File: src/rtl/gecko_pkg.sv
// Shared types for the gecko core: register-sized values and the fetch queue entry.
// The fetch entry pairs each fetched instruction word with the PC it was fetched from.
package gecko;

    typedef logic [31:0] rv32_reg_value_t;

    typedef struct packed {
        rv32_reg_value_t pc;
        rv32_reg_value_t instruction;
    } gecko_fetch_entry_t;

    localparam rv32_reg_value_t GECKO_INSTR_BYTES = 32'd4;

    function automatic rv32_reg_value_t gecko_word_align(input rv32_reg_value_t addr);
        return addr & ~rv32_reg_value_t'(3);
    endfunction

endpackage

File: src/rtl/gecko_fetch_queue.sv
// In-order fetch buffer between the memory response port and decode.
// Pointers carry one extra wrap bit so full and empty are distinguishable.
module gecko_fetch_queue
    import gecko::*;
#(
    parameter int unsigned DEPTH = 4
) (
    input  logic                       clk_i,
    input  logic                       rst_ni,
    input  logic                       push_i,
    input  gecko_fetch_entry_t         push_data_i,
    input  logic                       pop_i,
    input  logic                       flush_i,
    output gecko_fetch_entry_t         head_o,
    output logic [$clog2(DEPTH):0]     occupancy_o,
    output logic                       empty_o,
    output logic                       full_o
);

    localparam int unsigned AW = $clog2(DEPTH);

    logic [AW:0]        wr_ptr_q, wr_ptr_d;
    logic [AW:0]        rd_ptr_q, rd_ptr_d;
    gecko_fetch_entry_t entries_q [DEPTH];

    always_comb begin
        wr_ptr_d = wr_ptr_q;
        rd_ptr_d = rd_ptr_q;
        if (flush_i) begin
            wr_ptr_d = '0;
            rd_ptr_d = '0;
        end else begin
            if (push_i) wr_ptr_d = wr_ptr_q + (AW+1)'(1);
            if (pop_i)  rd_ptr_d = rd_ptr_q + (AW+1)'(1);
        end
    end

    always_ff @(posedge clk_i or negedge rst_ni) begin
        if (!rst_ni) begin
            wr_ptr_q <= '0;
            rd_ptr_q <= '0;
        end else begin
            wr_ptr_q <= wr_ptr_d;
            rd_ptr_q <= rd_ptr_d;
        end
    end

    // Storage needs no reset: an entry is only read after it has been written.
    always_ff @(posedge clk_i) begin
        if (push_i && !flush_i) entries_q[wr_ptr_q[AW-1:0]] <= push_data_i;
    end

    assign occupancy_o = wr_ptr_q - rd_ptr_q;
    assign empty_o     = (wr_ptr_q == rd_ptr_q);
    assign full_o      = (occupancy_o == (AW+1)'(DEPTH));
    assign head_o      = entries_q[rd_ptr_q[AW-1:0]];

endmodule

File: src/rtl/gecko_fetch.sv
// gecko fetch stage: sequential PC requests, credit-limited, responses queued for decode.
// Optional GECKO_FETCH_BYPASS_EN forwards a response straight to decode when the queue is empty.
module gecko_fetch
    import gecko::*;
#(
    parameter rv32_reg_value_t START_ADDR  = 32'h0000_0000,
    parameter int unsigned     QUEUE_DEPTH = 4
) (
    input  logic            clk,
    input  logic            rst,
    output logic            mem_req_valid,
    input  logic            mem_req_ready,
    output rv32_reg_value_t mem_req_addr,
    input  logic            mem_resp_valid,
    input  rv32_reg_value_t mem_resp_data,
    input  logic            jump_valid,
    input  rv32_reg_value_t jump_addr,
    output logic            instr_valid,
    input  logic            instr_ready,
    output rv32_reg_value_t instr_pc,
    output rv32_reg_value_t instr_data
);

    localparam int unsigned CW = $clog2(QUEUE_DEPTH) + 1;

    rv32_reg_value_t    req_pc_q, req_pc_d;
    rv32_reg_value_t    resp_pc_q, resp_pc_d;
    logic [CW-1:0]      inflight_q, inflight_d;
    logic [CW-1:0]      discard_q, discard_d;
    logic [CW-1:0]      occupancy;
    logic [CW:0]        credit_used;
    gecko_fetch_entry_t head;
    gecko_fetch_entry_t push_entry;
    logic               queue_empty, queue_full;
    logic               issue, resp_keep, bypass, push, pop;

    // Queued entries and outstanding requests share one credit pool, so a push never overflows.
    assign credit_used   = {1'b0, inflight_q} + {1'b0, occupancy};
    assign mem_req_valid = rst && !jump_valid && (credit_used < (CW+1)'(QUEUE_DEPTH));
    assign mem_req_addr  = req_pc_q;
    assign issue         = mem_req_valid && mem_req_ready;

    assign resp_keep = mem_resp_valid && !jump_valid && (discard_q == '0);
`ifdef GECKO_FETCH_BYPASS_EN
    assign bypass = resp_keep && queue_empty && instr_ready;
`else
    assign bypass = 1'b0;
`endif
    assign push        = resp_keep && !bypass;
    assign instr_valid = rst && !jump_valid && (!queue_empty || bypass);
    assign pop         = instr_valid && instr_ready && !bypass;
    assign push_entry  = '{pc: resp_pc_q, instruction: mem_resp_data};

    always_comb begin
        instr_pc   = '0;
        instr_data = '0;
        if (bypass) begin
            instr_pc   = resp_pc_q;
            instr_data = mem_resp_data;
        end else if (instr_valid) begin
            instr_pc   = head.pc;
            instr_data = head.instruction;
        end
    end

    // A redirect restarts both PCs and marks every still-outstanding old-path response for dropping.
    always_comb begin
        req_pc_d   = req_pc_q;
        resp_pc_d  = resp_pc_q;
        discard_d  = discard_q;
        inflight_d = inflight_q + CW'(issue) - CW'(mem_resp_valid);
        if (jump_valid) begin
            req_pc_d  = gecko_word_align(jump_addr);
            resp_pc_d = gecko_word_align(jump_addr);
            discard_d = inflight_q - CW'(mem_resp_valid);
        end else begin
            if (issue) req_pc_d = req_pc_q + GECKO_INSTR_BYTES;
            if (mem_resp_valid) begin
                if (discard_q != '0) discard_d = discard_q - CW'(1);
                else                 resp_pc_d = resp_pc_q + GECKO_INSTR_BYTES;
            end
        end
    end

    always_ff @(posedge clk or negedge rst) begin
        if (!rst) begin
            req_pc_q   <= START_ADDR;
            resp_pc_q  <= START_ADDR;
            inflight_q <= '0;
            discard_q  <= '0;
        end else begin
            req_pc_q   <= req_pc_d;
            resp_pc_q  <= resp_pc_d;
            inflight_q <= inflight_d;
            discard_q  <= discard_d;
        end
    end

    gecko_fetch_queue #(
        .DEPTH (QUEUE_DEPTH)
    ) u_queue (
        .clk_i       (clk),
        .rst_ni      (rst),
        .push_i      (push),
        .push_data_i (push_entry),
        .pop_i       (pop),
        .flush_i     (jump_valid),
        .head_o      (head),
        .occupancy_o (occupancy),
        .empty_o     (queue_empty),
        .full_o      (queue_full)
    );

    a_resp_without_request: assert property (@(posedge clk) disable iff (!rst)
        !(mem_resp_valid && inflight_q == '0));
    a_push_into_full: assert property (@(posedge clk) disable iff (!rst)
        !(push && queue_full && !pop));

endmodule
File: config.mk
export PLATFORM = sky130hd
export DESIGN_NAME = gecko_fetch
export DESIGN_NICKNAME = d
export VERILOG_FILES = /design/src/rtl/gecko_pkg.sv /design/src/rtl/gecko_fetch_queue.sv /design/src/rtl/gecko_fetch.sv
export SDC_FILE = /design/constraint.sdc
export NUM_CORES = 1
export LEC_CHECK = 0
export ABC_CLOCK_PERIOD_IN_PS = 11300
export BUFFER_PORTS_ARGS = -buffer_cell sky130_fd_sc_hd__buf_4
export CELL_PAD_IN_SITES_DETAIL_PLACEMENT = 0
export CELL_PAD_IN_SITES_GLOBAL_PLACEMENT = 1
export CORE_MARGIN = 1
export CORE_UTILIZATION = 25
export CTS_BUF_LIST = sky130_fd_sc_hd__clkbuf_16
export CTS_CLUSTER_DIAMETER = 200
export DETAILED_ROUTE_END_ITERATION = 7
export GPL_TIMING_DRIVEN = 0
export HOLD_SLACK_MARGIN = 0.06
export PLACE_DENSITY = 0.53
export SYNTH_ARGS = -nofsm -noshare
export SYNTH_HDL_FRONTEND = slang
export SYNTH_SLANG_ARGS = --single-unit
File: constraint.sdc
create_clock -name clk -period 11.3 [get_ports clk]
set_input_delay 0 -clock clk [delete_from_list [all_inputs] [get_ports clk]]
set_output_delay 0 -clock clk [all_outputs]
set_load 0.02 [all_outputs]
==> results.sh <==
export IMPL_path_cells="clkbuf_1, clkbuf_1, inv_1, fa_1, xnor2_1, ha_1, nor3_1, and4_1, buf_2, inv_1, buf_2, buf_2, ha_1, inv_1, ha_1, inv_1, fa_1, xnor2_1, xnor2_1"
export IMPL_cp_top_family="buffers and inverters"
export IMPL_worst_path_max_fanout=10
export IMPL_syn_area_per_cell_sq_um=15.9
export IMPL_syn_inst=851
export IMPL_slew_headroom=0.308
export IMPL_dpl_hpwl_um=23300
export IMPL_synth_distinct_cells=52
export IMPL_rr_worst_depth=19
export IMPL_drt_initial_drc_count=401
export IMPL_portBuffers=161
export IMPL_cts_tree="yes"
export IMPL_ir_worst_vdd_v=0.0000780
export IMPL_setup_viol=0
export IMPL_p_per_area_nw_per_um2=163
export IMPL_syn2layout_area_growth_pct=30.1
export IMPL_crit_type="reg2reg"
export IMPL_drtPass1Iterations=5
export IMPL_syn_area_sq_um=13600
export IMPL_cp_num_cells=19
export IMPL_num_vias=8104
export IMPL_fmax_mhz=188
export IMPL_rows=85
export IMPL_ant_nets=0
export IMPL_ys_seq_elements=320
export IMPL_htree_levels=2
export IMPL_die_h_um=235
export IMPL_rsz0062_at_grt="no"
export IMPL_fill_cells=5296
export IMPL_slowest_delay_ns=0.68
export IMPL_drv_slew=0
export IMPL_dieArea_sq_um=55200
export IMPL_antenna_found_initial=0
export IMPL_fin_cells=1852
export IMPL_clk_pin_slew_ns=0.06
export IMPL_yosysSeqAreaShare=0.682
export IMPL_p_leak_nw=6.34
export IMPL_cp_common_cell="inv_1"
export IMPL_antennaDiodeCount=0
export IMPL_yosysTopAreaCell="edfxtp_1"
export IMPL_hold_viol=0
export IMPL_ios=168
export IMPL_die_w_um=235
export IMPL_synthArstFlopShare=0.225
export IMPL_wirelength_um=35200
export IMPL_root_buffer="clkbuf_16"
export IMPL_synth_main_ff_cell="edfxtp_1"
export IMPL_drive_gt1_frac=0.278
export IMPL_fin_skew_ns=0.0169
export IMPL_routedWlPerCell_um=19.0
export IMPL_worst_slew_pin_slew_ns=1.04
export IMPL_hold_slack_ns=0.151
export IMPL_fin_nets=1216
export IMPL_fin_tns_setup_ns=0
export IMPL_gr_usage_all_layers=0.129
export IMPL_hold_path_class="in2async"
export IMPL_drc=0
export IMPL_cts_buffer_depth=3
export IMPL_worst_ep_arrival_time_ns=5.73
export IMPL_outcome="completed"
export IMPL_cp_end_kind="register"
export IMPL_cap_violations=0
export IMPL_start_util=0.253
export IMPL_cts_resized=0
export IMPL_synth_edff_count=248
export IMPL_place_congestion=0.768
export IMPL_grt_overflow_total=0
export IMPL_via_per_inst=4.38
export IMPL_cts_buffers=39
export IMPL_timing_critical_path_slowest_stage_cell="clkbuf_1"
export IMPL_period_share=0.471
export IMPL_synth_top_cell_area_share=0.549
export IMPL_crit_required_ns=11.72
export IMPL_cts_sinks=320
export IMPL_place_inst=1715
export IMPL_grt_pass1_vias=8540
export IMPL_grt_max_degree=74
export IMPL_synthTopCellsByArea="edfxtp_1 55%, dfrtp_1 13%, mux4_2 10%"
export IMPL_ys_warn_count=0
export IMPL_clock_latency_ns=0.54
export IMPL_startpoint_type="register"
export IMPL_critPathBufInv=9
export IMPL_grt_pass1_wl_um=53500
export IMPL_fin_crit_ns=5.32
export IMPL_core_area_sq_um=53700
==> worst paths after layout <==
kind	from	to	slack (ns)
setup / recovery	u_queue.rd_ptr_q[1]$_DFFE_PN0P_	inflight_q[2]$_DFF_PN0_	5.98
hold / removal	rst	mem_req_addr[24]$_DFFE_PN0P_	0.15
setup reg to reg	u_queue.rd_ptr_q[1]$_DFFE_PN0P_	inflight_q[2]$_DFF_PN0_	5.98
hold reg to reg	resp_pc_q[19]$_DFFE_PN0P_	u_queue.entries_q[2][51]$_DFFE_PP_	0.55
max in group asynchronous	rst	resp_pc_q[3]$_DFFE_PN0P_	10.44
min in group clk	mem_resp_data[23]	u_queue.entries_q[0][23]$_DFFE_PP_	0.22
==> per-layer routing <==
| metal | track usage | part of all wire | up-vias |
|---|---|---|---|
| li1 | - | - | 3807 |
| met1 | 0.174 | 0.46 | 4048 |
| met2 | 0.209 | 0.48 | 209 |
| met3 | 0.0317 | 0.051 | 40 |
| met4 | 0.0305 | 0.015 | 0 |
| met5 | 0 | 0 | - |
==> worst register-to-register path, cell delays in order, from the launching register on <==
cell and delay (ns):
dfrtp_1 0.35, clkbuf_1 0.57, clkbuf_1 0.68, inv_1 0.21, fa_1 0.47, xnor2_1 0.19
ha_1 0.25, nor3_1 0.19, and4_1 0.34, buf_2 0.28, inv_1 0.08, buf_2 0.19
buf_2 0.24, ha_1 0.31, inv_1 0.06, ha_1 0.13, inv_1 0.05, fa_1 0.37
xnor2_1 0.14, xnor2_1 0.12
==> cell usage in the layout (no fill, tap or decap), types with 3 or more instances in the layout <==
master / synthesis / layout
or3_1: 3 / 3
dfrtp_1: 72 / 72
clkbuf_16: 0 / 41
nand3b_1: 5 / 5
edfxtp_1: 248 / 248
buf_2: 11 / 11
and2_1: 63 / 63
dlygate4sd3_1: 0 / 67
nand3_1: 30 / 30
inv_1: 22 / 29
xor2_1: 25 / 25
a31oi_1: 5 / 5
clkinv_1: 0 / 9
o211ai_1: 12 / 12
mux2_2: 10 / 10
nor3_1: 12 / 12
clkbuf_1: 27 / 27
nand4b_1: 4 / 4
o21ai_0: 37 / 37
a21oi_1: 9 / 9
clkinv_2: 0 / 5
and3_1: 14 / 10
mux4_2: 62 / 62
ha_1: 17 / 17
buf_4: 5 / 166
clkinvlp_4: 0 / 4
nand4_1: 23 / 23
nand2_1: 58 / 58
conb_1: 1 / 4
nor2_1: 22 / 22
buf_16: 0 / 4
xnor2_1: 20 / 20
and3_4: 0 / 4
==> cell type report <==
| class | count | area [sq um] | area share |
|---|---|---|---|
| buffer | 44 | 198 | 0.0112 |
| clock inverter | 29 | 171 | 0.00971 |
| inverter | 22 | 82.6 | 0.00468 |
| clock buffer | 41 | 1030 | 0.0581 |
| tap | 696 | 871 | 0.0493 |
| sequential | 320 | 9250 | 0.524 |
| multi-input combinational | 468 | 4070 | 0.230 |
| timing repair buffer | 232 | 1990 | 0.113 |
==> report_power, final <==
part	total, mW	switching (mW)	internal, mW
clock network	1.16	0.483	0.679
registers	1.40	0.0615	1.33
logic	0.314	0.168	0.146
total	2.87	0.713	2.16
==> registers in the layout, indices dropped and copies added, names as in the netlist <==
| signal | cells |
|---|---|
| discard_q | 3 |
| inflight_q | 3 |
| mem_req_addr | 30 |
| resp_pc_q | 30 |
| u_queue.entries_q | 248 |
| u_queue.rd_ptr_q | 3 |
| u_queue.wr_ptr_q | 3 |
==> cells in the mapped netlist (2+ instances only) <==
master and count:
clkbuf_1 27, inv_1 22, o21ai_0 37, buf_4 5, o211ai_2 2, nand4b_1 4
nor3_2 2, a31o_2 2, nor3_1 12, nand3b_1 5, mux2_2 10, and2_1 63
o211ai_1 12, xnor2_1 20, o311ai_0 2, a41oi_1 2, nand2_1 58, or3_1 3
fa_1 2, a31oi_1 5, nor4_4 2, a21oi_1 9, dfrtp_1 72, nor2_1 22
nand4_1 23, and4_1 2, edfxtp_1 248, and3_1 14, ha_1 17, nand3_1 30
buf_2 11, xor2_1 25, mux4_2 62
==> metrics by stage <==
step | cell area [sq um] | worst slack (ns) | power, mW | utilization
2_1_floorplan | 13600 | 7.24 | 1.58 | -
3_3_place_gp | 15700 | 5.85 | 1.72 | 0.292
3_5_place_dp | 15800 | 5.84 | 1.72 | 0.294
4_1_cts | 17700 | 5.81 | 2.92 | 0.329
5_1_grt | 17700 | 5.52 | 3.01 | 0.329
6_report | 17700 | 5.98 | 2.87 | 0.329
==> repair_timing <==
action | in CTS | in global routing
endpoints found under the hold margin | 270 | 0
endpoints found under the setup margin | 0 | 0
hold buffers | 67 | 0
buffers inserted | 0 | 0
==> kinds of logic after synthesis <==
group / count (synthesis) / share of synthesized area
AO/OA/AOI/OAI: 81 / 0.0377
XOR/XNOR: 45 / 0.0291
adder cells (fa/ha/maj): 19 / 0.0186
buffers and inverters: 66 / 0.0207
flip-flops: 320 / 0.682
multiplexers: 73 / 0.112
other: 1 / 0.000276
AND/OR/NAND/NOR: 246 / 0.100
Note: power is estimated with default switching activity, not from simulation.
